File: src/rtl/pipeline_ctrl_if.sv
// Pipeline controller bus: ID/EX opcode slice, branch resolution, resume in;
// stage enables, redirect, status and retired count out.
interface pipeline_ctrl_if #(
  parameter int ADDR_W = 16,
  parameter int CNT_W  = 32
);
  logic              id_valid;
  logic [15:0]       id_opcode;
  logic              br_taken;
  logic [ADDR_W-1:0] br_target;
  logic              resume;
  logic              fetch_en;
  logic              decode_en;
  logic              exec_en;
  logic              flush;
  logic              pc_load;
  logic [ADDR_W-1:0] pc_target;
  logic              halted;
  logic              mul_busy;
  logic [CNT_W-1:0]  insn_count;

  modport master (
    output id_valid, id_opcode, br_taken, br_target, resume,
    input  fetch_en, decode_en, exec_en, flush, pc_load, pc_target,
           halted, mul_busy, insn_count
  );

  modport slave (
    input  id_valid, id_opcode, br_taken, br_target, resume,
    output fetch_en, decode_en, exec_en, flush, pc_load, pc_target,
           halted, mul_busy, insn_count
  );
endinterface

File: src/rtl/pipeline_ctrl.sv
// Execute-stage sequencer: MUL stall, taken-branch redirect/flush, halt/resume
// and a saturating retired-instruction counter. All outputs registered.
module pipeline_ctrl #(
  parameter int MUL_LAT   = 3,
  parameter int FLUSH_CYC = 2,
  parameter int ADDR_W    = 16,
  parameter int CNT_W     = 32
) (
  input logic             clock,
  input logic             reset,
  pipeline_ctrl_if.slave  bus
);
  localparam int MAXC = (MUL_LAT > FLUSH_CYC) ? MUL_LAT : FLUSH_CYC;
  localparam int CW   = $clog2(MAXC + 1);

  localparam logic [15:0] OP_BR  = 16'h0009;
  localparam logic [15:0] OP_BNE = 16'h000A;
  localparam logic [15:0] OP_MUL = 16'h000D;
  localparam logic [15:0] OP_HLT = 16'h000E;

  typedef enum logic [1:0] {RUN, MUL_WAIT, FLUSH, HALTED} state_t;

  state_t            state_q;
  logic [CW-1:0]     cnt_q;
  logic              fetch_en_q, decode_en_q, exec_en_q, flush_q, pc_load_q;
  logic              halted_q, mul_busy_q;
  logic [ADDR_W-1:0] pc_target_q;
  logic [CNT_W-1:0]  insn_count_q, insn_count_d;

  always_comb begin
    insn_count_d = insn_count_q;
    if (insn_count_q != '1) insn_count_d = insn_count_q + 1'b1;
  end

  always_ff @(posedge clock) begin
    if (!reset) begin
      state_q      <= RUN;
      cnt_q        <= '0;
      fetch_en_q   <= 1'b1;
      decode_en_q  <= 1'b1;
      exec_en_q    <= 1'b1;
      flush_q      <= 1'b0;
      pc_load_q    <= 1'b0;
      pc_target_q  <= '0;
      halted_q     <= 1'b0;
      mul_busy_q   <= 1'b0;
      insn_count_q <= '0;
    end else begin
      pc_load_q <= 1'b0;
      case (state_q)
        RUN: begin
          if (bus.id_valid) begin
            insn_count_q <= insn_count_d;
            if (bus.id_opcode == OP_MUL && MUL_LAT > 1) begin
              state_q     <= MUL_WAIT;
              cnt_q       <= CW'(MUL_LAT - 1);
              fetch_en_q  <= 1'b0;
              decode_en_q <= 1'b0;
              mul_busy_q  <= 1'b1;
            end else if ((bus.id_opcode == OP_BR) ||
                         (bus.id_opcode == OP_BNE && bus.br_taken)) begin
              state_q     <= FLUSH;
              cnt_q       <= CW'(FLUSH_CYC);
              pc_load_q   <= 1'b1;
              pc_target_q <= bus.br_target;
              flush_q     <= 1'b1;
              exec_en_q   <= 1'b0;
            end else if (bus.id_opcode == OP_HLT) begin
              state_q     <= HALTED;
              fetch_en_q  <= 1'b0;
              decode_en_q <= 1'b0;
              exec_en_q   <= 1'b0;
              halted_q    <= 1'b1;
            end
          end
        end
        MUL_WAIT: begin
          cnt_q <= cnt_q - 1'b1;
          if (cnt_q == CW'(1)) begin
            state_q     <= RUN;
            fetch_en_q  <= 1'b1;
            decode_en_q <= 1'b1;
            mul_busy_q  <= 1'b0;
          end
        end
        FLUSH: begin
          // Counter was loaded on entry, so the entry cycle is flush cycle one.
          cnt_q <= cnt_q - 1'b1;
          if (cnt_q == CW'(1)) begin
            state_q   <= RUN;
            flush_q   <= 1'b0;
            exec_en_q <= 1'b1;
          end
        end
        HALTED: begin
          if (bus.resume) begin
            state_q     <= RUN;
            fetch_en_q  <= 1'b1;
            decode_en_q <= 1'b1;
            exec_en_q   <= 1'b1;
            halted_q    <= 1'b0;
          end
        end
        default: state_q <= RUN;
      endcase
    end
  end

  assign bus.fetch_en   = fetch_en_q;
  assign bus.decode_en  = decode_en_q;
  assign bus.exec_en    = exec_en_q;
  assign bus.flush      = flush_q;
  assign bus.pc_load    = pc_load_q;
  assign bus.pc_target  = pc_target_q;
  assign bus.halted     = halted_q;
  assign bus.mul_busy   = mul_busy_q;
  assign bus.insn_count = insn_count_q;
endmodule
File: src/flat_wrapper.sv
// flat-port wrapper written by rule: the top's interface ports become plain ports
module pipeline_ctrl_flat 
#(
  parameter int MUL_LAT   = 3,
  parameter int FLUSH_CYC = 2,
  parameter int ADDR_W    = 16,
  parameter int CNT_W     = 32
)
  (clock, reset, bus_id_valid, bus_id_opcode, bus_br_taken, bus_br_target, bus_resume, bus_fetch_en, bus_decode_en, bus_exec_en, bus_flush, bus_pc_load, bus_pc_target, bus_halted, bus_mul_busy, bus_insn_count);
  pipeline_ctrl_if #(.ADDR_W(ADDR_W), .CNT_W(CNT_W)) bus_i ();
  input logic clock;
  input logic reset;
  input wire logic [$bits(bus_i.id_valid)-1:0] bus_id_valid;
  input wire logic [$bits(bus_i.id_opcode)-1:0] bus_id_opcode;
  input wire logic [$bits(bus_i.br_taken)-1:0] bus_br_taken;
  input wire logic [$bits(bus_i.br_target)-1:0] bus_br_target;
  input wire logic [$bits(bus_i.resume)-1:0] bus_resume;
  output wire logic [$bits(bus_i.fetch_en)-1:0] bus_fetch_en;
  output wire logic [$bits(bus_i.decode_en)-1:0] bus_decode_en;
  output wire logic [$bits(bus_i.exec_en)-1:0] bus_exec_en;
  output wire logic [$bits(bus_i.flush)-1:0] bus_flush;
  output wire logic [$bits(bus_i.pc_load)-1:0] bus_pc_load;
  output wire logic [$bits(bus_i.pc_target)-1:0] bus_pc_target;
  output wire logic [$bits(bus_i.halted)-1:0] bus_halted;
  output wire logic [$bits(bus_i.mul_busy)-1:0] bus_mul_busy;
  output wire logic [$bits(bus_i.insn_count)-1:0] bus_insn_count;
  assign bus_i.id_valid = bus_id_valid;
  assign bus_i.id_opcode = bus_id_opcode;
  assign bus_i.br_taken = bus_br_taken;
  assign bus_i.br_target = bus_br_target;
  assign bus_i.resume = bus_resume;
  assign bus_fetch_en = bus_i.fetch_en;
  assign bus_decode_en = bus_i.decode_en;
  assign bus_exec_en = bus_i.exec_en;
  assign bus_flush = bus_i.flush;
  assign bus_pc_load = bus_i.pc_load;
  assign bus_pc_target = bus_i.pc_target;
  assign bus_halted = bus_i.halted;
  assign bus_mul_busy = bus_i.mul_busy;
  assign bus_insn_count = bus_i.insn_count;
  pipeline_ctrl #(.MUL_LAT(MUL_LAT), .FLUSH_CYC(FLUSH_CYC), .ADDR_W(ADDR_W), .CNT_W(CNT_W)) u_core (.clock(clock), .reset(reset), .bus(bus_i));
endmodule
File: config.mk
export PLATFORM = sky130hd
export DESIGN_NAME = pipeline_ctrl_flat
export DESIGN_NICKNAME = d
export VERILOG_FILES = /design/src/rtl/pipeline_ctrl_if.sv /design/src/rtl/pipeline_ctrl.sv /design/src/flat_wrapper.sv
export SDC_FILE = /design/constraint.sdc
export NUM_CORES = 1
export LEC_CHECK = 0
export BUFFER_PORTS_ARGS = -buffer_cell sky130_fd_sc_hd__buf_4
export CORE_MARGIN = 5
export CORE_UTILIZATION = 50
export CTS_BUF_LIST = sky130_fd_sc_hd__clkbuf_4 sky130_fd_sc_hd__clkbuf_8
export DETAILED_ROUTE_END_ITERATION = 16
export PLACE_DENSITY = 0.86
export SLEW_MARGIN = 0
export SYNTH_ARGS = -nofsm -noshare
export SYNTH_HDL_FRONTEND = slang
export SYNTH_SLANG_ARGS = --single-unit
File: constraint.sdc
create_clock -name clock -period 4.1 [get_ports clock]
set_input_delay 0.41 -clock clock [delete_from_list [all_inputs] [get_ports clock]]
set_output_delay 0.41 -clock clock [all_outputs]
set_load 0.01 [all_outputs]
==> metrics.txt, run 1 <==
Mapped Area 0.00298 mm^2; GRT overflow 0; CORE AREA 0.00585 mm^2; final non-filler cell total 518; synth top area cells dfxtp_1, nand2_1, mux2i_1, a21oi_1, ha_1; full die area 0.00761 mm^2; dpl ws 1.48 ns; status finished clean; synth unique cells between 50 and 60; Net Count, Synth between 300 and 400; Final Cell Area approximately 0.0039 mm^2; Root Driver clkbuf_8; # hold bufs at CTS 0; via count of the first global-routing pass 2815; final worst setup slack 1.60 ns; pwr dens between 300 and 400 mW/mm^2; final setup TNS 0 ns; kind of critical path register to register; htree depth 3; Critical Path AT 2.75 ns; Crit Path Max Fanout 11; clk buf depth 2; # diodes 0; max_cap viols 0; IR drop worst, VDD 0.172 mV; pin count of the biggest net entering global routing 58; Die W 87.3 um; placed cell area 0.00367 mm^2; delay-heaviest family, CP simple AND/OR/NAND/NOR gates; wirelength, routed 7310 um; Initial Util 51.0%; measured slew at the worst slew-check pin slightly above 1 ns; Total GRT Usage 20.0%; Setup-failing EPs final 0; First-pass DRT Iterations 4; slowest library cell on the worst path or4b_4; Buf/Inv on CP 1; antenna violations before repair 0; final setup skew 0.0120 ns; Die H a little under 90 um; Synth top area share 38.9%; clock buffer count from CTS 9; leakage power 1.60 nW; IO Pins between 90 and 100; max-slew violations 0; CTS tree yes; post-synthesis sequential area ratio 38.9%; FFs w/ async S/R, synth 0%; clk slew on worst S/H paths 0.06 ns; critical path capture point type register; vias post-DR 2914; IO Port Bufs 91; layout cells sized above 1 26.4%; Setup crit start kind register; initial DRC count ~150; gpl congestion 0.896; DRC errors left 0; final hold viol count 0; Final Core Density 66.0%; #FFs+latches synth between 50 and 60; WL/cell 14.1 um; area grow syn2layout 29.4%; worst hold-check path type input pin to register; Gate Count Post-Synth 355; critical path's largest stage delay between 0.4 and 0.5 ns; EDFF count, synth 0; Layout Nets just under 500; Avg Cell Area, Syn 8.41 um^2; Final min period around 2.5 ns; unrepaired setup endpoints after global routing false; first-pass GRT wire length 12300 um; hpwl dp 5340 um; area leader, netlist dfxtp_1; FP Rows 28; synth warn 0; Fmax achieved ~400 MHz; number of routed nets with antenna violations 0; vias per cell 5.63; Skew-Pair Late Insertion Delay between 0.3 and 0.4 ns; Rel. slew slack 30.7%; Main synth FF type dfxtp_1; Final period util 61.1%; CP required 4.35 ns; postcts setup bufs 0; dpl cells 503; worst-path cell chain inv_1 > ha_1 > and4_1 > or4b_4 > a311o_1 > or3_1 > a21oi_1; cts repair resizes 0; clock sinks 58
[layout make-up]
| type | count | area, um^2 |
|---|---|---|
| timing repair buffer | 91 | 683 |
| clock inverter | 3 | 40.0 |
| fill | 477 | 1990 |
| tap | 75 | 93.8 |
| multi-input combinational | 263 | 1670 |
| sequential | 58 | 1160 |
| inverter | 16 | 60.1 |
| clock buffer | 12 | 153 |
[Yosys cell counts (5+ instances only)]
cell,n
clkbuf_1,13
nand4_1,9
o21ai_0,13
and3_1,5
xnor2_1,6
and4_1,7
or3_1,11
nand3_1,14
mux2i_1,20
dfxtp_1,58
a31oi_1,5
nand2_1,60
or4_1,9
ha_1,6
inv_1,16
nor2_1,18
nor3_1,5
a21oi_1,19
o211ai_1,7
[per-layer routing]
layer  track usage [%]  vias to the layer above  part of all wire (%)
met4              9.07                        0                  0.66
met5                 0                        -                     0
met3              5.96                        7                   7.4
li1                  -                     1455                     -
met1              23.2                     1368                    42
met2              33.6                       84                    49
[tightest hold or removal path, delay by kind of cell]
family | cells | cell delay, ns
and+or+nand+nor | 1 | 0.04
muxes | 1 | 0.05
buffers and inverters | 1 | 0.11
[layout by cell type, fill, tap and decap left out, types with 2 or more instances in the layout]
cell / netlist / final
and2_1: 4 / 4
o31ai_1: 3 / 3
or3_1: 11 / 11
and3_1: 5 / 5
nand2b_1: 4 / 4
o21ai_0: 13 / 13
clkbuf_4: 0 / 2
a311oi_1: 2 / 2
mux2i_1: 20 / 20
clkinv_2: 0 / 2
ha_1: 6 / 6
a31oi_1: 5 / 5
xor2_1: 3 / 3
nor3_1: 5 / 5
inv_1: 16 / 16
clkbuf_8: 0 / 10
dfxtp_1: 58 / 58
and4_1: 7 / 7
xnor2_1: 6 / 6
o211ai_1: 7 / 7
or4_1: 9 / 9
nor2b_1: 3 / 3
a21o_1: 2 / 2
nor2_1: 18 / 18
a21oi_1: 19 / 19
a31o_2: 2 / 2
buf_4: 2 / 91
nand3_1: 14 / 14
nand2_1: 60 / 60
nor4_1: 4 / 4
nand4_1: 9 / 9
a21boi_0: 2 / 2
[path summary, 6_finish.rpt]
path | cells past startpoint | start | slack, ns | to
worst max-delay path | 7 | u_core.state_q[0] | 1.60 | u_core.bus.insn_count[25]
worst min register to register | 2 | u_core.bus.pc_target[12] | 0.46 | u_core.bus.pc_target[12]
worst min-delay path | 3 | bus_br_target[12] | 0.33 | u_core.bus.pc_target[12]
worst max register to register | 7 | u_core.state_q[0] | 1.60 | u_core.bus.insn_count[25]
[sequential cells by signal, summed over array words and instances, names as in the netlist]
register               cells
u_core.bus.exec_en         1
u_core.bus.fetch_en        1
u_core.bus.insn_count     32
u_core.cnt_q               2
u_core.state_q             2
u_core.bus.pc_load         1
u_core.bus.halted          1
u_core.bus.pc_target      16
u_core.bus.mul_busy        1
u_core.bus.flush           1
[through the flow]
stage / hold slack (ns) / total power, mW
finish: 0.326 / 1.17
global route: 0.313 / 1.21
CTS: 0.311 / 1.18
detailed placement: 0.450 / 0.660
global placement: 0.443 / 0.658
floorplan: 0.448 / 0.618
[cell families (layout without fill, tap and decap cells)]
group | after synthesis | after routing | synth area share, %
AOI/OAI and AO/OA | 69 | 69 | 15.8
muxes | 20 | 20 | 6.71
xor gates and xnor gates | 9 | 9 | 2.64
and+or+nand+nor | 159 | 159 | 28.4
DFF | 58 | 58 | 38.9
buffers and inverters | 34 | 122 | 5.07
adders and majority gates | 6 | 6 | 2.52
[where the power goes]
group          internal [mW]  switching, mW
combinational         0.0379         0.0369
clock                  0.305          0.213
sequential             0.568        0.00500
No activity file was read; power rests on OpenSTA's default activity.
==> inputs of run 2 (changes only) <==
--- a/config.mk
+++ b/config.mk
@@ -7,10 +7,10 @@
 export LEC_CHECK = 0
 export BUFFER_PORTS_ARGS = -buffer_cell sky130_fd_sc_hd__buf_4
 export CORE_MARGIN = 5
-export CORE_UTILIZATION = 50
+export CORE_UTILIZATION = 48
 export CTS_BUF_LIST = sky130_fd_sc_hd__clkbuf_4 sky130_fd_sc_hd__clkbuf_8
 export DETAILED_ROUTE_END_ITERATION = 16
-export PLACE_DENSITY = 0.86
+export PLACE_DENSITY = 0.87
 export SLEW_MARGIN = 0
 export SYNTH_ARGS = -nofsm -noshare
 export SYNTH_HDL_FRONTEND = slang
==> constraint.sdc (replaced) <==
create_clock -name clock -period 2.3 [get_ports clock]
set_input_delay 0.23 -clock clock [delete_from_list [all_inputs] [get_ports clock]]
set_output_delay 0.23 -clock clock [all_outputs]
set_load 0.01 [all_outputs]
==> run 2 against run 1 <==
Net effect:
- critical endpoint unchanged
- critical path type unchanged
- clock skew down 0.0051 ns
- fmax up 12%
- clock power up 62%
==> metrics.txt, run 2 (same netlist as run 1, synthesis figures left out) <==
status finished clean; area grow syn2layout 34.0%; worst hold margin 0.145 ns; most common cell after layout, fill and taps aside buf_4; unrepaired setup endpoints after global routing true; Setup-failing EPs final 0; First-pass DRT Iterations 4; vias per cell 5.73; Layout Nets around 500; Die W around 89 um; final setup skew roughly 0.007 ns; Final period util 96.9%; first-pass GRT wire length 13400 um; final hold viol count 0; Initial Util 49.8%; pwr dens 500 mW/mm^2; htree depth 3; Skew-Pair Late Insertion Delay 0.34 ns; Root Driver clkbuf_8; WL/cell 15.2 um; hpwl dp 5890 um; DRC errors left 0; layout cells sized above 1 31.3%; Crit Path Max Fanout 6; CP required roughly 2.6 ns; clock buffer count from CTS 9; kind of critical path register to register; max reg flops 32; IO Port Bufs 91; clock sinks 58; Setup crit start kind register; full die area between 0.007 and 0.008 mm^2; slowest library cell on the worst path or4b_4; critical path capture point type register; most frequent cells in the layout buf_4, nand2_1, dfxtp_1; worst-path cell chain inv_4 > ha_4 > and4_4 > or4b_4 > a311o_1 > or3_1 > a21oi_2; IR drop worst, VDD 0.489 mV; Critical Path AT between 2 and 3 ns; GRT overflow 0; leakage power 1.68 nW; Total Power 2.00 mW; via count of the first global-routing pass 3014; wirelength, routed 8120 um; Final min period 2.23 ns; Rel. slew slack 56.9%; # diodes 0; CORE AREA 0.00599 mm^2; max-slew violations 0; FP Rows 28; worst hold-check path type input pin to register; Final Core Density 66.8%; critical path's largest stage delay 0.48 ns; vias post-DR a little over 3000; clk buf depth 2; final setup TNS 0 ns; initial DRC count 215; antenna violations before repair 0; number of routed nets with antenna violations 0; gpl congestion 0.845; Fmax achieved 449 MHz; max_cap viols 0; CTS tree yes; clk slew on worst S/H paths 0.06 ns; # hold bufs at CTS 0; Total GRT Usage 21.6%; Die H 88.8 um; pin count of the biggest net entering global routing 57; IO Pins 92; measured slew at the worst slew-check pin 0.645 ns
-- run 2: layout make-up --
class / instances / area, um^2
Multi-Input combinational cell: 263 / 1700
Tap cell: 75 / 93.8
Clock inverter: 3 / 15.0
Fill cell: 516 / 1990
Clock buffer: 13 / 160
Timing Repair Buffer: 107 / 803
Inverter: 16 / 62.6
Sequential cell: 58 / 1170
-- run 2: per-stage QoR --
step,instance area (um^2),setup slack [ns],std cells
2_1_floorplan,2980,0.198,355
3_3_place_gp,3740,0.181,513
3_5_place_dp,3740,0.0806,513
4_1_cts,3920,0.0248,529
5_1_grt,4000,-0.0217,535
6_report,4000,0.0713,535
-- run 2: worst max-delay path: cells and delay by family, from the launching register on --
kind	cells	cell delay [ns]
compound gates	2	0.53
flops	1	0.36
simple gates	3	1.10
buf+inv	1	0.06
fa+ha+maj	1	0.12
-- run 2: worst paths after layout --
kind / from / end / slack [ns] / cells past startpoint
max: u_core.state_q[0] / u_core.bus.insn_count[25] / 0.07 / 7
min reg2reg: u_core.bus.pc_target[4] / u_core.bus.pc_target[4] / 0.46 / 2
max reg2reg: u_core.state_q[0] / u_core.bus.insn_count[25] / 0.07 / 7
min: bus_br_target[15] / u_core.bus.pc_target[15] / 0.14 / 3
-- run 2: power breakdown --
group          switching, mW  total (mW)  internal [mW]
clock network          0.389       0.840          0.451
logic                 0.0697       0.144         0.0738
registers            0.00798        1.02           1.01
total                  0.466        2.00           1.54
-- run 2: repair_timing --
| action | in CTS | in global routing |
|---|---|---|
| setup buffers | 0 | 6 |
| endpoints found under the setup margin | 0 | 9 |
| gates resized for setup | 0 | 13 |
-- run 2: metal layers --
layer,vias to the layer above,track usage [%],part of all wire (%)
li1,1493,-,-
met1,1412,23.5,39
met2,140,37.2,49
met3,20,8.85,10
met4,0,8.10,2.1
met5,-,0,0
==> inputs of run 3 (changes only) <==
--- a/config.mk
+++ b/config.mk
@@ -11,6 +11,7 @@
 export CTS_BUF_LIST = sky130_fd_sc_hd__clkbuf_4 sky130_fd_sc_hd__clkbuf_8
 export DETAILED_ROUTE_END_ITERATION = 16
 export PLACE_DENSITY = 0.87
+export RECOVER_POWER = 50
 export SLEW_MARGIN = 0
 export SYNTH_ARGS = -nofsm -noshare
 export SYNTH_HDL_FRONTEND = slang
==> run 3 against run 2 <==
Net effect:
- global-route usage unchanged
- highest routed layer unchanged
- register-to-register slack about the same
- critical path depth unchanged
- count of clock-buffer cells in the layout is the same
- final cell count is the same
- critical path type unchanged
- first-iteration DRC count grew 8.4%
- clock skew increased by 0.0015 ns
- worst setup slack worse by 0.0047 ns
- combinational power is essentially flat
- via count fell by 0.78%
- critical endpoint unchanged
- hold slack barely moved
==> metrics.txt, run 3 (same netlist as run 1, synthesis figures left out) <==
IR drop worst, VDD 0.480 mV; most common cell after layout, fill and taps aside buf_4; R2R cell count 7; slowest library cell on the worst path or4b_4; full die area 0.00789 mm^2; unrepaired setup endpoints after global routing true; Die W approximately 90 um; status finished clean; CP required 2.57 ns; final worst setup slack 0.0666 ns; hpwl dp 5890 um; Initial Util about half; clk buf depth 2; Critical Path AT around 2.5 ns; # hold bufs at CTS 0; htree depth 3; vias post-DR 3041; measured slew at the worst slew-check pin 0.623 ns; CTS tree yes; Setup crit start kind register; initial DRC count 233; first-pass GRT wire length between 10000 and 15000 um; Skew-Pair Late Insertion Delay 0.34 ns; pwr dens 518 mW/mm^2; Setup crit end u_core.bus.insn_count[25]; layout cells sized above 1 23.5%; GRT overflow 0; CORE AREA 0.00599 mm^2; reg2reg end u_core.bus.insn_count[25]; area grow syn2layout 29.5%; wirelength, routed 8060 um; Final Cell Area between 0.003 and 0.004 mm^2; Fmax achieved 448 MHz; leakage power 1.53 nW; IO Port Bufs 91; DRC errors left 0; clock sinks 58; Total Power between 2 and 2.5 mW; Setup-failing EPs final 0; final setup skew 0.00847 ns; placed cell area 0.00374 mm^2; antenna violations before repair 0; Die H 88.8 um; WP depth 7; flop2flop setup slack between 0.06 and 0.07 ns; Crit. Startpoint u_core.state_q[1]; max-slew violations 0; clock buffer count from CTS 9; Rel. slew slack about three fifths; max reg flops 32; kind of critical path register to register; Crit Path Max Fanout 6; Final min period 2.23 ns; worst-path cell chain inv_2 > ha_4 > and4_4 > or4b_4 > a311o_1 > or3_1 > a21oi_2; final setup TNS 0 ns; Filler Cell Count 540; # diodes 0; RR Startpoint u_core.state_q[1]; via count of the first global-routing pass about 3000; final non-filler cell total 535; First-pass DRT Iterations 4; critical path's largest stage delay ~0.48 ns; gpl congestion approximately 0.84; pin count of the biggest net entering global routing 57; delay-heaviest family, CP simple AND/OR/NAND/NOR gates; number of routed nets with antenna violations 0; Root Driver clkbuf_8; Total GRT Usage 21.6%; FP Rows 28; most frequent cells in the layout buf_4, nand2_1, dfxtp_1; clk slew on worst S/H paths 0.07 ns; dpl cells 513; vias per cell about 5.7; worst hold margin ~0.14 ns; max_cap viols 0; WL/cell 15.1 um; Buf/Inv on CP 1; Final Core Density 64.5%; final hold viol count 0; critical path capture point type register; Layout Nets between 400 and 500; Final period util 97.1%; IO Pins 92; dpl ws between 0.08 and 0.09 ns; worst hold-check path type input pin to register
[run 3: changes by cell type in the layout (fill, tap and decap cells not counted), sizes merged]
| cell | before | now |
|---|---|---|
| clkbuf | 13 | 49 |
| buf | 107 | 71 |
[run 3: repair_timing]
| item | in CTS | in global routing |
|---|---|---|
| endpoints found under the setup margin | 0 | 9 |
| resized for setup | 0 | 13 |
| hold endpoints to repair | 0 | 0 |
| setup buffers | 0 | 6 |
[run 3: report_power, final]
part	total (mW)	switching, mW	internal, mW
logic	0.141	0.0692	0.0713
registers	1.02	0.00786	1.01
clock network	0.844	0.393	0.451
[run 3: worst reg2reg max path, stage by stage, from the launching register on]
cell and delay [ns]:
dfxtp_2 0.33, inv_2 0.07, ha_4 0.13, and4_4 0.22
or4b_4 0.48, a311o_1 0.40, or3_1 0.41, a21oi_2 0.13
[run 3: worst min-delay path by stage]
stage,end,cells past startpoint,slack (ns),start
finish,u_core.bus.pc_target[15],3,0.14,bus_br_target[15]
detailed placement,u_core.bus.pc_target[5],2,0.45,u_core.bus.pc_target[5]
global placement,u_core.bus.pc_target[9],2,0.44,u_core.bus.pc_target[9]
CTS,u_core.bus.pc_target[15],3,0.13,bus_br_target[15]
floorplan,u_core.bus.pc_target[0],2,0.37,bus_br_target[0]
global route,u_core.bus.pc_target[15],3,0.13,bus_br_target[15]
[run 3: layout make-up]
| cell class | count | area [um^2] | area share, % |
|---|---|---|---|
| clock buffers | 13 | 160 | 4.14 |
| clock inverters | 3 | 15.0 | 0.388 |
| inverters | 16 | 62.6 | 1.62 |
| multi-input cells | 263 | 1700 | 43.9 |
| flip-flops and latches | 58 | 1170 | 30.2 |
| well taps | 75 | 93.8 | 2.43 |
| repair buffers | 107 | 668 | 17.3 |
[run 3: routing by layer]
| layer | routed length [um] | GRT usage [%] | vias up |
|---|---|---|---|
| li1 | - | - | 1490 |
| met3 | 805 | 8.85 | 18 |
| met4 | 169 | 8.10 | 0 |
| met5 | 0 | 0 | - |
| met1 | 3150 | 23.5 | 1404 |
| met2 | 3940 | 37.2 | 129 |
